$ cat config.mk
export PLATFORM = sky130hd
export DESIGN_NAME = mem_bus_ctrl
export DESIGN_NICKNAME = d
export VERILOG_FILES = /design/src/rtl/mem_bus_ctrl.sv
export SDC_FILE = /design/constraint.sdc
export NUM_CORES = 2
export LEC_CHECK = 0
export CORE_MARGIN = 2
export CORE_UTILIZATION = 31
export CTS_BUF_LIST = sky130_fd_sc_hd__clkbuf_16
export CTS_CLUSTER_DIAMETER = 40
export DETAILED_ROUTE_END_ITERATION = 10
export SETUP_SLACK_MARGIN = 0.02
export SLEW_MARGIN = 20
export SYNTH_ARGS = -nofsm -noshare
export SYNTH_HDL_FRONTEND = slang
export SYNTH_SLANG_ARGS = --single-unit
$ cat constraint.sdc
create_clock -name clk -period 14.3 [get_ports clk]
set_input_delay 2.86 -clock clk [delete_from_list [all_inputs] [get_ports clk]]
set_output_delay 2.86 -clock clk [all_outputs]
set_load 0.05 [all_outputs]
$ cat src/rtl/mem_bus_ctrl.sv
// Memory-side bus controller: grants the shared bus, runs one read/write/
// increment per start pulse against an internal array, pulses rdy on completion.
module mem_bus_ctrl #(
  parameter int ADDR_W      = 8,
  parameter int DATA_W      = 8,
  parameter int DEPTH       = 256,
  parameter int WAIT_CYCLES = 1,
  parameter int GNT_TIMEOUT = 15
) (
  input  logic              clk,
  input  logic              rst,
  input  logic              req,
  input  logic              start,
  input  logic [ADDR_W-1:0] addr,
  input  logic [1:0]        mode,
  input  logic [DATA_W-1:0] wdata,
  output logic              gnt,
  output logic              rdy,
  output logic [DATA_W-1:0] rdata,
  output logic              rdata_oe,
  output logic              err,
  output logic [15:0]       txn_cnt
);

  localparam int IDX_W = (DEPTH > 1) ? $clog2(DEPTH) : 1;

  localparam logic [1:0] M_RD  = 2'b00;
  localparam logic [1:0] M_WR  = 2'b01;
  localparam logic [1:0] M_INC = 2'b10;
  localparam logic [1:0] M_BAD = 2'b11;

  typedef enum logic [2:0] {
    S_IDLE,
    S_GRANT,
    S_BUSY,
    S_DONE,
    S_HOLD
  } state_t;

  state_t r_state;
  state_t w_next;

  logic [DATA_W-1:0] r_mem [DEPTH];

  logic [ADDR_W-1:0] r_addr;
  logic [1:0]        r_mode;
  logic [DATA_W-1:0] r_wdata;
  logic [2:0]        r_wait;
  logic [7:0]        r_idle;

  logic              r_gnt;
  logic              r_rdy;
  logic              r_err;
  logic              r_oe;
  logic [DATA_W-1:0] r_rdata;
  logic [15:0]       r_txn;

  logic              w_start_cmd;
  logic              w_timeout;
  logic              w_fin;
  logic              w_oob;
  logic              w_bad;
  logic              w_we;
  logic              w_rd_like;
  logic [IDX_W-1:0]  w_idx;
  logic [DATA_W-1:0] w_old;
  logic [DATA_W-1:0] w_wval;

  // Out-of-range check only exists when the address space exceeds the array.
  generate
    if (DEPTH < (2 ** ADDR_W)) begin : g_oob
      assign w_oob = (32'(r_addr) >= 32'(DEPTH));
    end else begin : g_no_oob
      assign w_oob = 1'b0;
    end
  endgenerate

  assign w_idx       = r_addr[IDX_W-1:0];
  assign w_old       = r_mem[w_idx];
  assign w_start_cmd = (r_state == S_GRANT) && start;
  assign w_timeout   = (r_idle == 8'(GNT_TIMEOUT - 1));
  assign w_fin       = (r_state == S_BUSY) && (r_wait == 3'd0);
  assign w_bad       = (r_mode == M_BAD) || w_oob;
  assign w_rd_like   = (r_mode == M_RD) || (r_mode == M_INC);
  assign w_wval      = (r_mode == M_INC) ? w_old + DATA_W'(1)
                                         : r_wdata;

  // A reset on the completing edge must suppress the array update.
  assign w_we = w_fin && !rst && !w_bad &&
                ((r_mode == M_WR) || (r_mode == M_INC));

  always_comb begin
    w_next = r_state;
    unique case (r_state)
      S_IDLE: begin
        if (req) w_next = S_GRANT;
      end
      S_GRANT: begin
        if (start)          w_next = S_BUSY;
        else if (!req)      w_next = S_IDLE;
        else if (w_timeout) w_next = S_HOLD;
      end
      S_BUSY: begin
        if (r_wait == 3'd0) w_next = S_DONE;
      end
      S_DONE: begin
        w_next = req ? S_GRANT : S_IDLE;
      end
      S_HOLD: begin
        if (!req) w_next = S_IDLE;
      end
      default: w_next = S_IDLE;
    endcase
  end

  always_ff @(posedge clk) begin
    if (rst) r_state <= S_IDLE;
    else     r_state <= w_next;
  end

  always_ff @(posedge clk) begin
    if (w_we) r_mem[w_idx] <= w_wval;
  end

  always_ff @(posedge clk) begin
    if (rst) begin
      r_addr  <= '0;
      r_mode  <= '0;
      r_wdata <= '0;
      r_wait  <= '0;
      r_idle  <= '0;
      r_gnt   <= 1'b0;
      r_rdy   <= 1'b0;
      r_err   <= 1'b0;
      r_oe    <= 1'b0;
      r_rdata <= '0;
      r_txn   <= '0;
    end else begin
      r_gnt <= (w_next == S_GRANT) ||
               (w_next == S_BUSY)  ||
               (w_next == S_DONE);
      r_rdy <= w_fin;
      r_err <= w_fin && w_bad;
      r_oe  <= w_fin && !w_bad && w_rd_like;

      if (w_fin) begin
        r_txn <= r_txn + 16'd1;
        if (!w_bad && w_rd_like) r_rdata <= w_old;
      end

      if (w_start_cmd) begin
        r_addr  <= addr;
        r_mode  <= mode;
        r_wdata <= wdata;
        r_wait  <= 3'(WAIT_CYCLES);
      end else if ((r_state == S_BUSY) && (r_wait != 3'd0)) begin
        r_wait <= r_wait - 3'd1;
      end

      if ((r_state == S_GRANT) && !start && req)
        r_idle <= r_idle + 8'd1;
      else
        r_idle <= '0;
    end
  end

  assign gnt      = r_gnt;
  assign rdy      = r_rdy;
  assign err      = r_err;
  assign rdata_oe = r_oe;
  assign rdata    = r_rdata;
  assign txn_cnt  = r_txn;

endmodule

Word-level counts from Yosys, hierarchy flattened
Memory sizes are Yosys's and may differ from the RTL's. A register that Yosys moved wholly into a read port is not among the register bits. Index checks and enable logic that the tools add are counted.

$add $sub $neg: 4. Equal/unequal tests: 11. Mux-type cells: 15. Bitwise logic cells: 1. Reduce and logical (&&, ||, !) cells: 27.

Operators with widths (count): $mux 8 (3); $mux 3 (6); $add 16x1->16 const B (1); $add 8x1->8 const B (2); $pmux 3 s5 (1); $eq 3x2->1 const B (4); $logic_and 1x1->1 (12); $eq 8x4->1 const B (1); $eq 3x1->1 const B (2); $logic_not 3->1 (2); $mux 1 (5); $eq 2x2->1 const B (2); $logic_or 1x1->1 (4); $reduce_or 2->1 (2); $eq 3x3->1 const B (1); $logic_not 1->1 (3); $reduce_bool 3->1 (1); $sub 3x1->3 const B (1); $eq 2x1->1 const B (1); $logic_not 2->1 (1); $reduce_and 2->1 (1); $reduce_bool 2->1 (1); $not 1->1 (1).

Flip-flop bits (word level): 60. Memory bits (writable): 2048. Bits of input ports: 22. Output and inout bits: 28. Memories kept: 1.

Memory list: r_mem (words 256, bits a word 8, read ports 1, clocked after Yosys merged registers in 1, wr ports 1, line 43) `logic [DATA_W-1:0] r_mem [DEPTH];`.

Longest topological paths before layout
Word-level depth: 8. Mapped depth: 16. Mapped depth without buffers: 9.

Least setup slack after synthesis
No wires, ideal clock.

Path kind: reg-to-reg. Start: reg (tool-made name). End: mem r_mem[0][6], data pin. Setup time: 1.730 ns. Data arrival time: 10.492 ns. Required time: 12.570 ns. Path slack: 2.078 ns. Stages on the path, launching flop included: 15. Clock period less this slack: 12.222 ns. Cell sequence: dfxtp_1 -> buf_6 -> buf_12 -> buf_12 -> buf_8 -> buf_6 -> buf_6 -> mux4_2 -> a32oi_1 -> o311ai_0 -> a211oi_1 -> nor3_2 -> ha_1 -> a31o_1 -> a31oi_1.

RTL lines (line): to (decl) (43).

==> metrics.md <==
| Metric | Value |
|---|---|
| Status | `complete, no violations` |
| Commonest non-fill, non-tap cell in the layout | `edfxtp_1` |
| DRC | `0` |
| Starting Density | `between 30% and 40%` |
| Cell taking the most area after synthesis | `edfxtp_1` |
| Congestion Overflow GR | `0` |
| TNS Setup | `0 ns` |
| Clock share of power | `roughly 45%` |
| CTS tree | `done` |
| Sequential fraction of the synthesis area | `around three quarters` |
| Post-synthesis net count | `just over 4000` |
| Max Clk Rate | `122 MHz` |
| Hold path depth | `2` |
| Post-CTS setup buffer count | `0` |
| Synth cell types | `a little under 80` |
| Worst path most repeated cell | `buf_4` |
| Top FF cell, synth | `edfxtp_1` |
| Sw Share | `21.8%` |
| Avg Vias per Cell | `about 5.3` |
| Fillers | `between 20000 and 25000` |
| Clk slew on worst S/H paths | `around 0.070 ns` |
| H-tree levels | `4` |
| Slew HR | `between 10% and 20%` |
| Crit Reg-Reg Endpoint | `r_mem[180][2]$_DFFE_PP_` |
| Mux contribution to synthesized area | `approximately 15%` |
| Critical path type | `flip-flop to flip-flop` |
| Area of the multi-input gates | `0.0183 mm²` |
| Largest net degree at the start of global routing | `166` |
| Critical Path End Type | `flip-flop` |
| CP Launch Type | `flip-flop` |
| Die X | `about 520 µm` |
| Layout Nets | `4250` |
| Max stage delay on crit path | `roughly 0.87 ns` |
| Main area contributors after synthesis | `edfxtp_1 74%, mux4_2 13%, dfxtp_1 1.6%` |
| GP Congestion | `0.854` |
| Die area | `~0.27 mm²` |
| Synth Instances | `approximately 4000` |
| Commonest cells after routing, fill and taps aside | `2048 x edfxtp_1, 464 x mux4_2, 331 x nor2_1, 232 x clkbuf_16, 158 x nand2_1` |
| Hpwl dp | `between 100000 and 150000 µm` |
| Pre-CTS WS | `approximately 6.4 ns` |
| Worst IR drop on VDD | `about 0.00014 V` |
| Data required time at the worst endpoint | `~15 ns` |
| Count of final setup violators | `0` |
| Clock Tree Root | `clkbuf_16` |
| Leakage | `between 0.02 and 0.03 µW` |
| Post-Synth XOR/XNOR Area | `0.191%` |
| Clk_skew | `0.0401 ns` |
| Post-Syn Area | `roughly 0.083 mm²` |
| Crit Path Max Fanout | `96` |
| Vias | `42000` |
| Number of global-route vias before repair | `around 42000` |
| Worst-Margin Slew | `about 1.2 ns` |
| CTS buffer count | `229` |
| Flop2flop setup slack | `6.11 ns` |
| Io pins | `50` |
| IO buf count | `around 50` |
| Synth Area in Simple Gates | `3.74%` |
| PostCTS Resize Cnt | `0` |
| Number of synthesized flops with an enable pin | `a little over 2000` |
| Share of cells above drive strength 1 | `roughly 22%` |
| Gate power share | `about 4.0%` |
| Final Hold Vio Count | `0` |
| Antenna violations before repair | `8` |
| Internal power | `roughly 11000 µW` |
| Yosys warning count | `0` |
| End of the worst hold path | `r_wdata[4]$_SDFFE_PP0P_` |
| Clk buf depth | `3` |
| ANT nets after route | `0` |
| Wirelength per Cell | `28.1 µm` |
| Worst Hold Class | `flip-flop to flip-flop` |
| Sequential share of power | `51.0%` |
| Worst EP arrival | `just under 9 ns` |
| Routed wire length | `224000 µm` |
| Max-cap violation count | `0` |
| Worst r2r path cells | `15` |
| Hold buffer count at CTS | `0` |
| Cell Pwr Density | `between 100 and 150 mW/mm²` |
| Storage cell area | `~0.063 mm²` |
| All-Layer GR Usage | `between 10% and 20%` |
| Syn Area/Cell | `around 20 µm²` |
| Clock latency on the worst-skew pair | `roughly 0.88 ns` |
| Largest family of logic cells by synthesized area | `multiplexers` |
| TritonCTS Sinks | `about 2100` |
| Net Sw Power | `2930 µW` |
| Crit share post-route | `roughly 57%` |
| CP Cell Sequence | `buf_4, buf_4, buf_4, and2_1, buf_4, a22oi_1, a21oi_1, a21o_1, a211oi_1, nor3_2, ha_1, xnor2_1, a21oi_4, buf_4, buf_4` |
| Post-synthesis compound-gate area fraction | `roughly 3.3%` |
| Fin. max-slew vios | `0` |
| Worst path slowest cell | `buf_4` |
| Top-area cell type share of the netlist area | `about three quarters` |
| Hold Crit Start | `r_wdata[4]$_SDFFE_PP0P_` |
| Yosys reg bits | `~2100` |
| Area of the core | `0.265 mm²` |
| Synth Area in Adders | `0.136%` |
| Cell row count | `~190` |
| RSZ-0062 raised after global routing | `false` |
| Min Tclk post-route | `around 8.2 ns` |
| Slack of the critical path | `6.11 ns` |
| Area Growth Syn to Fin | `14.6%` |
| Router iterations before antenna repair | `6` |
| Die height | `between 500 and 600 µm` |
| Drt initial violations | `between 5000 and 6000` |
| First-pass GRT wire length | `316000 µm` |
| Ys async rst share | `0%` |
==> worst max-delay path, delay by kind of cell, from the launching register on <==
kind	cells	cell delay (ns)
fa+ha+maj	1	0.37
compound gates	5	1.47
buf+inv	6	3.63
flops	1	0.75
xor+xnor	1	0.15
simple gates	2	1.24
==> logic make-up (layout without fill, tap and decap cells) <==
family / after synthesis / count (layout)
other cells: 0 / 4
buf+inv: 252 / 589
mux: 601 / 601
flops: 2116 / 2116
compound gates: 389 / 389
fa+ha+maj: 9 / 9
simple gates: 701 / 701
xor+xnor: 18 / 18
==> worst max path at each step <==
stage / start / depth (start not counted) / to
2_1_floorplan: flip-flop / 14 / r_mem[0][6]$_DFFE_PP_
3_3_place_gp: flip-flop / 13 / r_mem[176][2]$_DFFE_PP_
3_5_place_dp: flip-flop / 15 / r_mem[181][2]$_DFFE_PP_
4_1_cts: flip-flop / 15 / r_mem[180][2]$_DFFE_PP_
5_1_grt: flip-flop / 13 / r_mem[177][2]$_DFFE_PP_
6_report: flip-flop / 15 / r_mem[180][2]$_DFFE_PP_
==> registers in the layout, summed over array words and instances, names as in the netlist, named ones only <==
register,cells
rdata_oe,1
r_idle,8
r_wdata,8
err,1
gnt,1
rdata,8
r_state,3
r_wait,3
r_addr,8
rdy,1
r_mode,2
txn_cnt,16
r_mem,2048
==> area by class of cell <==
cell class	count	share of cell area, %
Antenna cell	4	0.0106
Clock buffer	232	6.13
Clock inverter	203	2.18
Inverter	14	0.0555
Multi-Input combinational cell	1718	19.3
Sequential cell	2116	66.4
Tap cell	3533	4.67
Timing Repair Buffer	140	1.32
==> through the flow <==
stage	hold slack, ns	instance area [µm²]	utilization, %	cells	total power [µW]
final	0.463	94800	35.7	7960	13400
after global routing	0.478	94700	35.7	7957	13800
after floorplan	0.434	82700	-	4086	7340
after CTS	0.465	94700	35.7	7956	13500
after global placement	0.449	86800	32.7	7521	7500
after detailed placement	0.452	86800	32.7	7521	7510
==> synth_stat cells, types with 13 or more instances <==
library cell	n
edfxtp_1	2048
mux4_2	464
nor2_1	342
nand2_1	161
a22oi_1	124
mux2i_1	106
a21oi_1	102
clkbuf_1	92
dfxtp_1	68
buf_2	44
nand3_1	44
buf_6	43
buf_4	36
nor2b_1	35
nor3_1	25
o22ai_1	20
mux2_2	19
o21ai_0	19
nand4_1	16
a211oi_1	15
a31oi_1	15
and2_1	15
o221ai_1	15
inv_1	13
==> metal layers <==
metal	vias to the layer above	track usage (%)	share of wire [%]	wire, µm
met5	-	0	0.019	42
met4	6	5.99	3.8	8610
met3	414	3.58	8.9	19900
met2	2046	25.5	47	104000
met1	22400	21.9	41	90900
li1	17100	-	-	-
==> power by group through the flow <==
| stage | Combinational [µW] | Clock, µW | Sequential [µW] |
|---|---|---|---|
| 6_report | 537 | 6050 | 6850 |
| 2_1_floorplan | 311 | 0 | 7030 |
| 3_5_place_dp | 533 | 0 | 6980 |
| 3_3_place_gp | 523 | 0 | 6980 |
| 5_1_grt | 560 | 6370 | 6840 |
| 4_1_cts | 534 | 6120 | 6850 |
No activity file was read; power rests on OpenSTA's default activity.
